## config.mk

```make
export PLATFORM = sky130hd
export DESIGN_NAME = axi_lite_arbiter_nm
export DESIGN_NICKNAME = d
export VERILOG_FILES = /design/src/rtl/axi_arb_pkg.sv /design/src/rtl/axi_lite_arbiter_nm_rr_arbiter.sv /design/src/rtl/axi_lite_arbiter_nm.sv
export SDC_FILE = /design/constraint.sdc
export NUM_CORES = 1
export LEC_CHECK = 0
export BUFFER_PORTS_ARGS = -buffer_cell sky130_fd_sc_hd__buf_2
export CAP_MARGIN = 25
export CORE_AREA = 5 5 197 199
export CTS_BUF_LIST = sky130_fd_sc_hd__clkbuf_4
export DETAILED_ROUTE_END_ITERATION = 7
export DIE_AREA = 0 0 202 204
export GPL_ROUTABILITY_DRIVEN = 0
export GPL_TIMING_DRIVEN = 0
export HOLD_SLACK_MARGIN = 0.03
export PLACE_DENSITY = 0.47
export SLEW_MARGIN = 10
export SYNTH_ARGS = -nofsm -noshare
export SYNTH_HDL_FRONTEND = slang
export SYNTH_SLANG_ARGS = --single-unit
export TNS_END_PERCENT = 5
```

## constraint.sdc

```tcl
create_clock -name clk -period 5.9 [get_ports clk]
set_input_delay 0 -clock clk [delete_from_list [all_inputs] [get_ports clk]]
set_output_delay 0 -clock clk [all_outputs]
set_load 0.05 [all_outputs]
```

## src/rtl/axi_arb_pkg.sv

```systemverilog
// Shared types and constants for the N-master AXI-Lite arbiter.
// State encodings for both channel FSMs, AXI response codes and an index-width helper.
package axi_arb_pkg;

    typedef enum logic [1:0] {
        R_IDLE = 2'd0,
        R_ADDR = 2'd1,
        R_DATA = 2'd2
    } rd_state_t;

    typedef enum logic [1:0] {
        W_IDLE = 2'd0,
        W_ADDR = 2'd1,
        W_RESP = 2'd2
    } wr_state_t;

    localparam logic [1:0] AXI_RESP_OKAY   = 2'b00;
    localparam logic [1:0] AXI_RESP_SLVERR = 2'b10;

    // Master-index width; never narrower than one bit.
    function automatic int idx_w(input int n);
        return (n <= 2) ? 1 : $clog2(n);
    endfunction

endpackage

```

## src/rtl/axi_lite_arbiter_nm_rr_arbiter.sv

```systemverilog
// Combinational rotate-priority arbiter: the search starts just after ptr, so the
// previous winner has the lowest priority. Produces a one-hot grant and a valid flag.
module rr_arbiter #(
    parameter int N     = 3,
    parameter int IDX_W = 2
) (
    input  logic [N-1:0]     req,
    input  logic [IDX_W-1:0] ptr,
    output logic [N-1:0]     grant,
    output logic             valid
);

    int idx;

    always_comb begin
        grant = '0;
        valid = 1'b0;
        idx   = 0;
        for (int k = 1; k <= N; k++) begin
            idx = (int'(ptr) + k) % N;
            if (!valid && req[idx]) begin
                grant[idx] = 1'b1;
                valid      = 1'b1;
            end
        end
    end

endmodule

```

## src/rtl/axi_lite_arbiter_nm.sv

```systemverilog
// N-master to 1-slave AXI-Lite arbiter with independent read and write channels,
// round-robin fairness per channel and a write-capability mask for read-only masters.
module axi_lite_arbiter_nm
    import axi_arb_pkg::*;
#(
    parameter int                NUM_M   = 3,
    parameter int                ADDR_W  = 32,
    parameter int                DATA_W  = 32,
    parameter int                STRB_W  = DATA_W / 8,
    parameter logic [NUM_M-1:0]  WR_MASK = 3'b110
) (
    input  logic                      clk,
    input  logic                      rst_n,
    input  logic [NUM_M*ADDR_W-1:0]   m_awaddr,
    input  logic [NUM_M-1:0]          m_awvalid,
    output logic [NUM_M-1:0]          m_awready,
    input  logic [NUM_M*DATA_W-1:0]   m_wdata,
    input  logic [NUM_M*STRB_W-1:0]   m_wstrb,
    input  logic [NUM_M-1:0]          m_wvalid,
    output logic [NUM_M-1:0]          m_wready,
    output logic [1:0]                m_bresp,
    output logic [NUM_M-1:0]          m_bvalid,
    input  logic [NUM_M-1:0]          m_bready,
    input  logic [NUM_M*ADDR_W-1:0]   m_araddr,
    input  logic [NUM_M-1:0]          m_arvalid,
    output logic [NUM_M-1:0]          m_arready,
    output logic [DATA_W-1:0]         m_rdata,
    output logic [1:0]                m_rresp,
    output logic [NUM_M-1:0]          m_rvalid,
    input  logic [NUM_M-1:0]          m_rready,
    output logic [ADDR_W-1:0]         s_awaddr,
    output logic                      s_awvalid,
    input  logic                      s_awready,
    output logic [DATA_W-1:0]         s_wdata,
    output logic [STRB_W-1:0]         s_wstrb,
    output logic                      s_wvalid,
    input  logic                      s_wready,
    input  logic [1:0]                s_bresp,
    input  logic                      s_bvalid,
    output logic                      s_bready,
    output logic [ADDR_W-1:0]         s_araddr,
    output logic                      s_arvalid,
    input  logic                      s_arready,
    input  logic [DATA_W-1:0]         s_rdata,
    input  logic [1:0]                s_rresp,
    input  logic                      s_rvalid,
    output logic                      s_rready
);

    localparam int IDX_W = idx_w(NUM_M);
    localparam logic [IDX_W-1:0] PTR_RST = IDX_W'(NUM_M - 1);

    rd_state_t        rd_state;
    wr_state_t        wr_state;
    logic [IDX_W-1:0] gr_r, gr_w;
    logic [IDX_W-1:0] ptr_r, ptr_w;
    logic             aw_done, w_done;

    logic [NUM_M-1:0] rd_req, wr_req;
    logic [NUM_M-1:0] rd_grant, wr_grant;
    logic             rd_vld, wr_vld;
    logic [IDX_W-1:0] rd_idx, wr_idx;
    logic             aw_hs, w_hs;

    assign rd_req = m_arvalid;
    assign wr_req = (m_awvalid | m_wvalid) & WR_MASK;

    rr_arbiter #(.N(NUM_M), .IDX_W(IDX_W)) u_rd_arb (
        .req   (rd_req),
        .ptr   (ptr_r),
        .grant (rd_grant),
        .valid (rd_vld)
    );

    rr_arbiter #(.N(NUM_M), .IDX_W(IDX_W)) u_wr_arb (
        .req   (wr_req),
        .ptr   (ptr_w),
        .grant (wr_grant),
        .valid (wr_vld)
    );

    always_comb begin
        rd_idx = '0;
        wr_idx = '0;
        for (int i = 0; i < NUM_M; i++) begin
            if (rd_grant[i]) rd_idx = IDX_W'(i);
            if (wr_grant[i]) wr_idx = IDX_W'(i);
        end
    end

    // Read channel: grant is held from arbitration until the R handshake.
    always_ff @(posedge clk or negedge rst_n) begin
        if (!rst_n) begin
            rd_state <= R_IDLE;
            gr_r     <= '0;
            ptr_r    <= PTR_RST;
        end else begin
            unique case (rd_state)
                R_IDLE: begin
                    if (rd_vld) begin
                        gr_r     <= rd_idx;
                        rd_state <= R_ADDR;
                    end
                end
                R_ADDR: begin
                    if (s_arvalid && s_arready) rd_state <= R_DATA;
                end
                R_DATA: begin
                    if (s_rvalid && s_rready) begin
                        ptr_r    <= gr_r;
                        rd_state <= R_IDLE;
                    end
                end
                default: rd_state <= R_IDLE;
            endcase
        end
    end

    always_comb begin
        s_araddr  = '0;
        s_arvalid = 1'b0;
        s_rready  = 1'b0;
        m_arready = '0;
        m_rvalid  = '0;
        m_rdata   = '0;
        m_rresp   = '0;
        for (int i = 0; i < NUM_M; i++) begin
            if (gr_r == IDX_W'(i)) begin
                if (rd_state == R_ADDR) begin
                    s_araddr     = m_araddr[i*ADDR_W +: ADDR_W];
                    s_arvalid    = m_arvalid[i];
                    m_arready[i] = s_arready;
                end
                if (rd_state == R_DATA) begin
                    m_rvalid[i] = s_rvalid;
                    s_rready    = m_rready[i];
                end
            end
        end
        if (rd_state == R_DATA) begin
            m_rdata = s_rdata;
            m_rresp = s_rresp;
        end
    end

    assign aw_hs = s_awvalid && s_awready;
    assign w_hs  = s_wvalid && s_wready;

    // Write channel: AW and W may complete in either order; sticky flags stop re-issue.
    always_ff @(posedge clk or negedge rst_n) begin
        if (!rst_n) begin
            wr_state <= W_IDLE;
            gr_w     <= '0;
            ptr_w    <= PTR_RST;
            aw_done  <= 1'b0;
            w_done   <= 1'b0;
        end else begin
            unique case (wr_state)
                W_IDLE: begin
                    if (wr_vld) begin
                        gr_w     <= wr_idx;
                        wr_state <= W_ADDR;
                    end
                end
                W_ADDR: begin
                    if (aw_hs) aw_done <= 1'b1;
                    if (w_hs)  w_done  <= 1'b1;
                    if ((aw_done || aw_hs) && (w_done || w_hs)) wr_state <= W_RESP;
                end
                W_RESP: begin
                    if (s_bvalid && s_bready) begin
                        ptr_w    <= gr_w;
                        aw_done  <= 1'b0;
                        w_done   <= 1'b0;
                        wr_state <= W_IDLE;
                    end
                end
                default: wr_state <= W_IDLE;
            endcase
        end
    end

    always_comb begin
        s_awaddr  = '0;
        s_awvalid = 1'b0;
        s_wdata   = '0;
        s_wstrb   = '0;
        s_wvalid  = 1'b0;
        s_bready  = 1'b0;
        m_awready = '0;
        m_wready  = '0;
        m_bvalid  = '0;
        m_bresp   = '0;
        for (int i = 0; i < NUM_M; i++) begin
            if (gr_w == IDX_W'(i)) begin
                if (wr_state == W_ADDR) begin
                    s_awaddr = m_awaddr[i*ADDR_W +: ADDR_W];
                    s_wdata  = m_wdata[i*DATA_W +: DATA_W];
                    s_wstrb  = m_wstrb[i*STRB_W +: STRB_W];
                    if (!aw_done) begin
                        s_awvalid    = m_awvalid[i];
                        m_awready[i] = s_awready;
                    end
                    if (!w_done) begin
                        s_wvalid    = m_wvalid[i];
                        m_wready[i] = s_wready;
                    end
                end
                if (wr_state == W_RESP) begin
                    m_bvalid[i] = s_bvalid;
                    s_bready    = m_bready[i];
                end
            end
        end
        if (wr_state == W_RESP) m_bresp = s_bresp;
    end

endmodule

```

==> out/results.ini <==
[outcome]
status=finished, final reports clean

[clock_tree]
postCtsSetupRepairBufs=0
clock-root-buffer=clkbuf_4
clock_latency_ns=0.28
htreeDepth=1
cts_tree=built
clock_path_buffers=2
cts_buffers=3
cts.sinks=14
clk_pin_slew_worst_paths_ns=0.10

[route]
wl_um=30200
drc=0
drtIter0Drc=231
routedWlPerCell_um=18.4
postRouteAntennaNets=0
drt_pre_antenna_iters=4
vias=6666
viasPerCell=4.06

[finish]
layout.nets=1532
seq_area_sq_um=353
drive_gt1_share_pct=46.8
fillers=4371
fin_util_pct=19.5
final_cells=1640
area_delta_synth_final_pct=80.8
multi_input_area_sq_um=3350
fin_area_sq_um=7210

[placed_design]
dp_cells=1632
post_dp_cell_area_sq_um=7150
io_buffers=513
hpwl_um=27100

[worst_setup_path]
cp_max_fo=10
worstPathRequired_ns=5.90
crit_end=s_wdata[27]
reg2reg_to=gr_r[1]
timing.rr.start=ptr_r[1]
critPathCaptureType=output pin
path_class=reg -> out
crit_arrival_ns=2.57
rr_worst_depth=7
timing.reg2reg.setup_slack_ns=3.69
crit_path_start=wr_state[0]
cp-start-kind=flop

[min_path]
hp-class=in -> reg

[synthesis]
synth_nets=1011
synth_cells=645
syn_area_per_cell_sq_um=6.18
synth_cell_types=45
synth-edff-count=0
async_flop_share_pct=100
synth_area_sq_um=3990
synth_ff_type=dfrtp_1
yosys_warnings=0
seq_area_frac_synth_pct=8.85
ys_ff_latch=14

[global_route]
antenna_found_initial=8
track_usage_pct=13.3
gr-total-overflow=0
grt_max_degree=15
grt_pass1_vias=6950
grt_pass1_wl_um=42100

[sta]
finalHoldViolCount=0
hold_slack_ns=0.0500
post-route-period-util_pct=43.5
tightest_slew_ns=0.884
rsz0062_at_grt=false
max_slew_margin_pct=41.1
min_period_ns=2.57
fmax_ghz=0.389
slew_viol_final=0
skew_ns=0.000982
final-setup-viol-count=0
finalSetupTns_ns=0

[floorplan]
dieHeight_um=204
row_count=71
die-area_sq_um=41200
boundaryPins=514
core-area_sq_um=37000
start_util_pct=10.8
die_w_um=202

[power]
vdd_drop_max_mv=0.346
powerDensity_nw_per_um2=538
leakagePower_uw=0.00394

[flow_run]
drv_cap=0

## how the worst min path moves through the flow
stage / startpoint / to / slack, ns / cells after the start
floorplan: rst_n / aw_done / -0.30 / 0
global placement: rst_n / rd_state[1] / -0.06 / 1
detailed placement: rst_n / rd_state[1] / -0.05 / 1
CTS: s_bvalid / wr_state[1] / 0.04 / 4
global route: s_bvalid / wr_state[1] / 0.05 / 4
finish: s_bvalid / wr_state[1] / 0.05 / 4
## critical path, cell delays in order (launching register included)
cell      delay, ns
dfrtp_1        0.42
nand2b_1       0.08
clkbuf_1       0.21
clkbuf_1       0.64
clkbuf_1       0.45
nor2_1         0.21
buf_2          0.26
## layout by cell type, fill, tap and decap left out, types with 3 or more instances in the layout
master / synthesis / final
a21oi_1: 106 / 106
and2_1: 36 / 36
buf_1: 9 / 9
buf_2: 16 / 529
clkbuf_1: 28 / 28
clkbuf_4: 0 / 3
dfrtp_1: 12 / 12
dlygate4sd3_1: 0 / 3
ha_1: 8 / 8
inv_1: 9 / 9
mux2_1: 4 / 4
mux2i_1: 108 / 108
nand2_1: 12 / 12
nand2b_1: 9 / 9
nor2_1: 221 / 221
nor2b_1: 7 / 7
nor3_1: 8 / 8
nor3b_1: 4 / 4
o21ai_0: 7 / 7
o22ai_1: 5 / 5
## per-layer routing
layer  share of wire, %  wire [um]  track usage [%]
met5               0.11         34                0
met4                4.5       1370             5.64
met3                8.4       2530             3.33
met2                 53      15900             26.1
met1                 34      10300             13.3
## stage by stage
step / power [uW] / worst slack [ns]
floorplan: 2810 / 3.81
global placement: 3840 / 3.58
detailed placement: 3860 / 3.55
CTS: 3930 / 3.21
global route: 4140 / 3.09
finish: 3880 / 3.33
## registers in the layout, summed over array words and instances, names as in the netlist
name,cells
aw_done,1
wr_state,2
w_done,1
gr_r,2
ptr_w,2
gr_w,2
ptr_r,2
rd_state,2
## synth_stat cells, drive strengths merged, types with 2 or more instances
cell,number,area [sq um]
nor2,222,836
mux2i,108,1080
a21oi,106,531
and2,37,234
clkbuf,29,110
buf,28,140
dfrtp,12,300
nand2,12,45.0
inv,9,33.8
nand2b,9,56.3
ha,8,100
nor3,8,40.0
o21ai,8,40.0
nor2b,7,43.8
mux2,6,67.6
o22ai,5,31.3
nor3b,4,30.0
a2111o,2,22.5
a211oi,2,15.0
a2bb2oi,2,17.5
and3,2,12.5
dfstp,2,52.6
o22a,2,17.5
o31ai,2,15.0
## layout make-up
type	instances	area share, %
multi-input cells	565	46.5
well taps	474	8.23
clock buffers	3	0.313
plain buffers	57	3.47
clock inverters	1	0.0521
repair buffers	516	36.0
flip-flops and latches	14	4.90
diodes	1	0.0347
inverters	9	0.469
## kinds of logic after synthesis
kind of cell | share of synthesized area (%)
flip-flops | 8.85
AND/OR/NAND/NOR | 32.8
adder cells (fa/ha/maj) | 2.51
AO/OA/AOI/OAI | 19.9
multiplexers | 28.8
buffers and inverters | 7.12
## repair_timing
item	4_1_cts	5_1_grt
resized for setup	0	0
endpoints found under the hold margin	16	0
hold buffers	3	0
## power breakdown
part | internal (uW) | switching, uW
logic | 955 | 2680
registers | 141 | 44.7
clock network | 24.5 | 33.9
total | 1120 | 2760
Note: power is estimated with default switching activity, not from simulation.
